===== src/rtl/timer_dev.sv =====
// timer_dev: memory-mapped countdown timer on the data-memory bus.
// The CPU loads PRESET and CTRL. The timer counts COUNT down from PRESET
// and raises an interrupt request toward CP0.
//
// Ports:
//   Clk   - system clock, rising edge
//   Reset - synchronous active-low reset (0 = reset)
//   Addr  - word offset within the timer window (CPU address bits [3:2])
//   WE    - word write strobe, already qualified by chip select
//   DIN   - write data
//   DOUT  - read data, combinational from Addr
//   IRQ   - interrupt request (IM & irq flag)
//
// Register map: 0 CTRL {IM, Mode[1:0], En}, 1 PRESET, 2 COUNT (read-only),
// 3 reads zero. Writes to offsets 2 and 3 are ignored.
module timer_dev #(
  parameter int CNT_W = 32
) (
  input  logic        Clk,
  input  logic        Reset,
  input  logic [1:0]  Addr,
  input  logic        WE,
  input  logic [31:0] DIN,
  output logic [31:0] DOUT,
  output logic        IRQ
);

  typedef enum logic [1:0] {
    ST_IDLE,
    ST_LOAD,
    ST_CNT,
    ST_INT
  } state_t;

  state_t           state;
  state_t           state_next;
  logic [3:0]       ctrl;
  logic [CNT_W-1:0] preset;
  logic [CNT_W-1:0] count;
  logic             irq_flag;

  logic             en;
  logic [1:0]       mode;
  logic             im;
  logic             ctrl_wr;
  logic             preset_wr;

  logic             load_count;
  logic             dec_count;
  logic             zero_count;
  logic             set_irq;
  logic             clr_irq_fsm;
  logic             clr_en;

  assign en        = ctrl[0];
  assign mode      = ctrl[2:1];
  assign im        = ctrl[3];
  assign ctrl_wr   = WE && (Addr == 2'd0);
  assign preset_wr = WE && (Addr == 2'd1);

  // Next-state logic and datapath strobes. Only Mode 1 auto-reloads.
  // Reserved modes 2 and 3 fall into the one-shot path.
  always_comb begin
    state_next  = state;
    load_count  = 1'b0;
    dec_count   = 1'b0;
    zero_count  = 1'b0;
    set_irq     = 1'b0;
    clr_irq_fsm = 1'b0;
    clr_en      = 1'b0;
    case (state)
      ST_IDLE: begin
        if (en) state_next = ST_LOAD;
      end
      ST_LOAD: begin
        load_count  = 1'b1;
        clr_irq_fsm = 1'b1;
        state_next  = ST_CNT;
      end
      ST_CNT: begin
        if (!en) begin
          state_next = ST_IDLE;
        end else if (count > CNT_W'(1)) begin
          dec_count = 1'b1;
        end else begin
          // Both 1 and 0 finish here. This keeps COUNT from wrapping,
          // and a PRESET of 0 times out like a PRESET of 1.
          zero_count = 1'b1;
          set_irq    = 1'b1;
          state_next = ST_INT;
        end
      end
      ST_INT: begin
        state_next = ST_IDLE;
        if (mode == 2'd1) clr_irq_fsm = 1'b1;
        else              clr_en      = 1'b1;
      end
      default: state_next = ST_IDLE;
    endcase
  end

  always_ff @(posedge Clk) begin
    if (!Reset) state <= ST_IDLE;
    else        state <= state_next;
  end

  // A bus write to CTRL overrides the one-shot En clear.
  // Setting the irq flag overrides any clear that lands on the same edge.
  always_ff @(posedge Clk) begin
    if (!Reset) begin
      ctrl     <= '0;
      preset   <= '0;
      count    <= '0;
      irq_flag <= 1'b0;
    end else begin
      if (ctrl_wr)     ctrl    <= DIN[3:0];
      else if (clr_en) ctrl[0] <= 1'b0;

      if (preset_wr) preset <= DIN[CNT_W-1:0];

      if (load_count)      count <= preset;
      else if (dec_count)  count <= count - CNT_W'(1);
      else if (zero_count) count <= '0;

      if (set_irq)                                   irq_flag <= 1'b1;
      else if (ctrl_wr || preset_wr || clr_irq_fsm)  irq_flag <= 1'b0;
    end
  end

  assign IRQ = im & irq_flag;

  // Read mux. Registers narrower than the bus are zero-extended.
  always_comb begin
    DOUT = '0;
    case (Addr)
      2'd0:    DOUT[3:0]       = ctrl;
      2'd1:    DOUT[CNT_W-1:0] = preset;
      2'd2:    DOUT[CNT_W-1:0] = count;
      default: DOUT            = '0;
    endcase
  end

endmodule


===== config.mk =====
export PLATFORM = sky130hd
export DESIGN_NAME = timer_dev
export DESIGN_NICKNAME = d
export VERILOG_FILES = /design/src/rtl/timer_dev.sv
export SDC_FILE = /design/constraint.sdc
export NUM_CORES = 1
export LEC_CHECK = 0
export BUFFER_PORTS_ARGS = -buffer_cell sky130_fd_sc_hd__buf_2
export CAP_MARGIN = 20
export CORE_UTILIZATION = 53
export DETAILED_ROUTE_END_ITERATION = 8
export GPL_TIMING_DRIVEN = 0
export MAX_ROUTING_LAYER = met4
export PLACE_DENSITY_LB_ADDON = 0.15
export SYNTH_ARGS = -nofsm -noshare
export SYNTH_HDL_FRONTEND = slang
export SYNTH_SLANG_ARGS = --single-unit

===== constraint.sdc =====
create_clock -name Clk -period 2.3 [get_ports Clk]
set_input_delay 0.345 -clock Clk [delete_from_list [all_inputs] [get_ports Clk]]
set_output_delay 0.345 -clock Clk [all_outputs]
set_load 0.005 [all_outputs]

==> flow_metrics.env <==
export IMPL_hold_slack_ns=0.211
export IMPL_p_total_mw=2.74
export IMPL_rsz0062_at_grt="false"
export IMPL_leakage_nw=1.95
export IMPL_clock_sinks=71
export IMPL_wl_per_cell_um=18.5
export IMPL_syn_area_um2=4080
export IMPL_skew_ns=0.00904
export IMPL_firstDrtPassIters=5
export IMPL_fill_cells=656
export IMPL_slew_violations=0
export IMPL_tightestPinTransition_ns=0.670
export IMPL_synthTopCellsByArea="dfxtp_1 (35%), nand2_1 (7.8%), a21oi_1 (7.0%)"
export IMPL_dp_hpwl_um=8870
export IMPL_crit_path_cell_trace="clkbuf_1 -> nor2_1 -> nand3_1 -> buf_2 -> o31ai_4 -> o22ai_1 -> and2_1"
export IMPL_crit_buf_inv=2
export IMPL_grt_pass1_vias=4121
export IMPL_period_share_pct=93.3
export IMPL_chipHeight_um=89.7
export IMPL_cts_root_buf="clkbuf_8"
export IMPL_synth_top_cell_by_area="dfxtp_1"
export IMPL_syn_nets=559
export IMPL_layout_commonest_cell="nand2_1"
export IMPL_ir_worst_vdd_v=0.000294
export IMPL_reg2reg_depth=7
export IMPL_cts_max_level=3
export IMPL_cts_reportedPaths_clkPinSlew_ns=0.08
export IMPL_fin_nets=640
export IMPL_drc=0
export IMPL_core_um2=7330
export IMPL_vias=4335
export IMPL_cts_buffers=9
export IMPL_wl_um=13000
export IMPL_vias_per_cell=6.18
export IMPL_critPathArrivalTime_ns=2.41
export IMPL_ant_nets=0
export IMPL_clock_path_buffers=2
export IMPL_final_cell_area_um2=4820
export IMPL_place_area_um2=4540
export IMPL_die_area_um2=8050
export IMPL_synth_enable_flop_cells=0
export IMPL_setup_viol=0
export IMPL_hold_violations=0
export IMPL_slowest_stage="o31ai_4"
export IMPL_layout_common_cells="nand2_1 (84), buf_2 (71), dfxtp_1 (71)"
export IMPL_p_per_area_nw_per_um2=569
export IMPL_place_ws_ns=-0.111
export IMPL_grt_pass1_wl_um=20700
export IMPL_max_cap_viol_count=0
export IMPL_grt_usage_pct=33.6
export IMPL_min_from="DIN[30]"
export IMPL_yosys_warnings=0
export IMPL_max_stage_delay_ns=0.49
export IMPL_holdPathEnd="preset[30]"
export IMPL_antenna_cells=0
export IMPL_max_slew_margin_pct=55.3
export IMPL_clk_insertion_delay_late_ns=0.36
export IMPL_grt_ovfl_total=0
export IMPL_syn_area_per_cell_um2=7.91
export IMPL_r2r_end="count[10]"
export IMPL_whs_path_depth=3
export IMPL_synth_cells=516
export IMPL_die_w_um=89.7
export IMPL_critPathKind="reg2reg"
export IMPL_syn2layout_area_growth_pct=18.0
export IMPL_synth_distinct_cells=61
export IMPL_gp_congestion=0.964
export IMPL_cp_depth=7
export IMPL_postSynth_asyncResetShare_pct=0
export IMPL_start_util_pct=55.7
export IMPL_status="finished clean"
export IMPL_cp_top_family="simple AND/OR/NAND/NOR gates"
export IMPL_required_ns=2.56
export IMPL_fin_tns_setup_ns=0
export IMPL_yosysTopAreaCellShare_pct=34.8
export IMPL_drt_initial_drc_count=519
export IMPL_io_buffers=68
export IMPL_grt_max_degree=13
export IMPL_start_kind="flop"
export IMPL_r2r_start="count[14]"
export IMPL_antenna_found_initial=0
export IMPL_min_path_type="in2reg"
export IMPL_r2r_setup_slack_ns=0.15
export IMPL_cp_end_kind="flop"
export IMPL_boundaryPins=70
export IMPL_cts_tree="done"
export IMPL_rows=31
export IMPL_critPathMaxFanout=10
export IMPL_yosys_register_bits=71
export IMPL_drive_above_1_share_pct=19.8
export IMPL_layout_min_cycle_time_ns=2.15
export IMPL_ys_seq_area_share_pct=34.8
export IMPL_setup_ws_ns=0.154
export IMPL_synth_ff_type="dfxtp_1"
export IMPL_clock_fmax_mhz=466
-- cell families after synthesis --
group	synth area share, %
xor gates and xnor gates	3.65
adders and majority gates	1.84
AOI/OAI and AO/OA	24.9
buffers and inverters	5.80
DFF	34.8
muxes	0.245
and+or+nand+nor	28.7
-- worst max path at each step --
stage,startpoint,end,slack (ns)
after CTS,Addr[0],DOUT[15],0.003
final,count[14],count[10],0.15
after global placement,count[0],count[30],-0.1
after detailed placement,count[0],count[30],-0.11
after global routing,count[2],count[9],0.02
after floorplan,count[0],count[30],0.41
-- state kept, by name (all words and copies together) (netlist names) --
signal	count
ctrl	4
irq_flag	1
count	32
state	2
preset	32
-- power by group --
group	leakage (nW)	switching [mW]	internal, mW
Clock	0.102	0.509	0.607
Sequential	0.575	0.0283	1.25
Combinational	1.27	0.207	0.136
Total	1.95	0.745	2.00
-- layout make-up --
type                    instances  area, um^2  share of cell area, %
multi-input cells             392        2460                   51.0
flip-flops and latches         71        1420                   29.5
repair buffers                 70         355                   7.38
plain buffers                  44         211                   4.39
clock buffers                  10         128                   2.65
well taps                      99         124                   2.57
clock inverters                 6        85.1                   1.77
inverters                       9        33.8                  0.701
-- cells in the mapped netlist (all sizes together) (4+ instances only) --
master,number
buf,12
ha,6
nand3,19
a222oi,5
nor3,11
o21a,4
clkbuf,32
a22oi,32
a21oi,57
and3,7
xnor2,14
a31oi,6
o21ai,7
nand2,85
nor2,36
nand4,4
a221oi,7
inv,9
dfxtp,71
nor2b,29
nor4,12
o32ai,7
-- routing by layer --
layer	vias up	routed length, um	GRT usage [%]
met4	0	401	14.6
met3	40	1160	5.41
met1	2029	5470	43.3
met5	-	0	-
met2	242	5940	52.1
li1	2024	-	-
-- worst min-delay path: stages --
cell and delay, ns:
buf_2 0.09, nand2_1 0.04, a21oi_1 0.05
-- repair_timing --
action	in CTS	in global routing
pin swaps	0	0
resized for setup	1	18
setup buffers	0	2
setup endpoints to repair	5	33
hold endpoints to repair	0	0
hold buffers	0	0
-- per-stage QoR --
stage / utilization [%] / cells
floorplan: - / 516
global placement: 62.0 / 683
detailed placement: 62.0 / 683
CTS: 65.0 / 699
global route: 65.7 / 701
finish: 65.7 / 701
No activity file was read; power rests on OpenSTA's default activity.
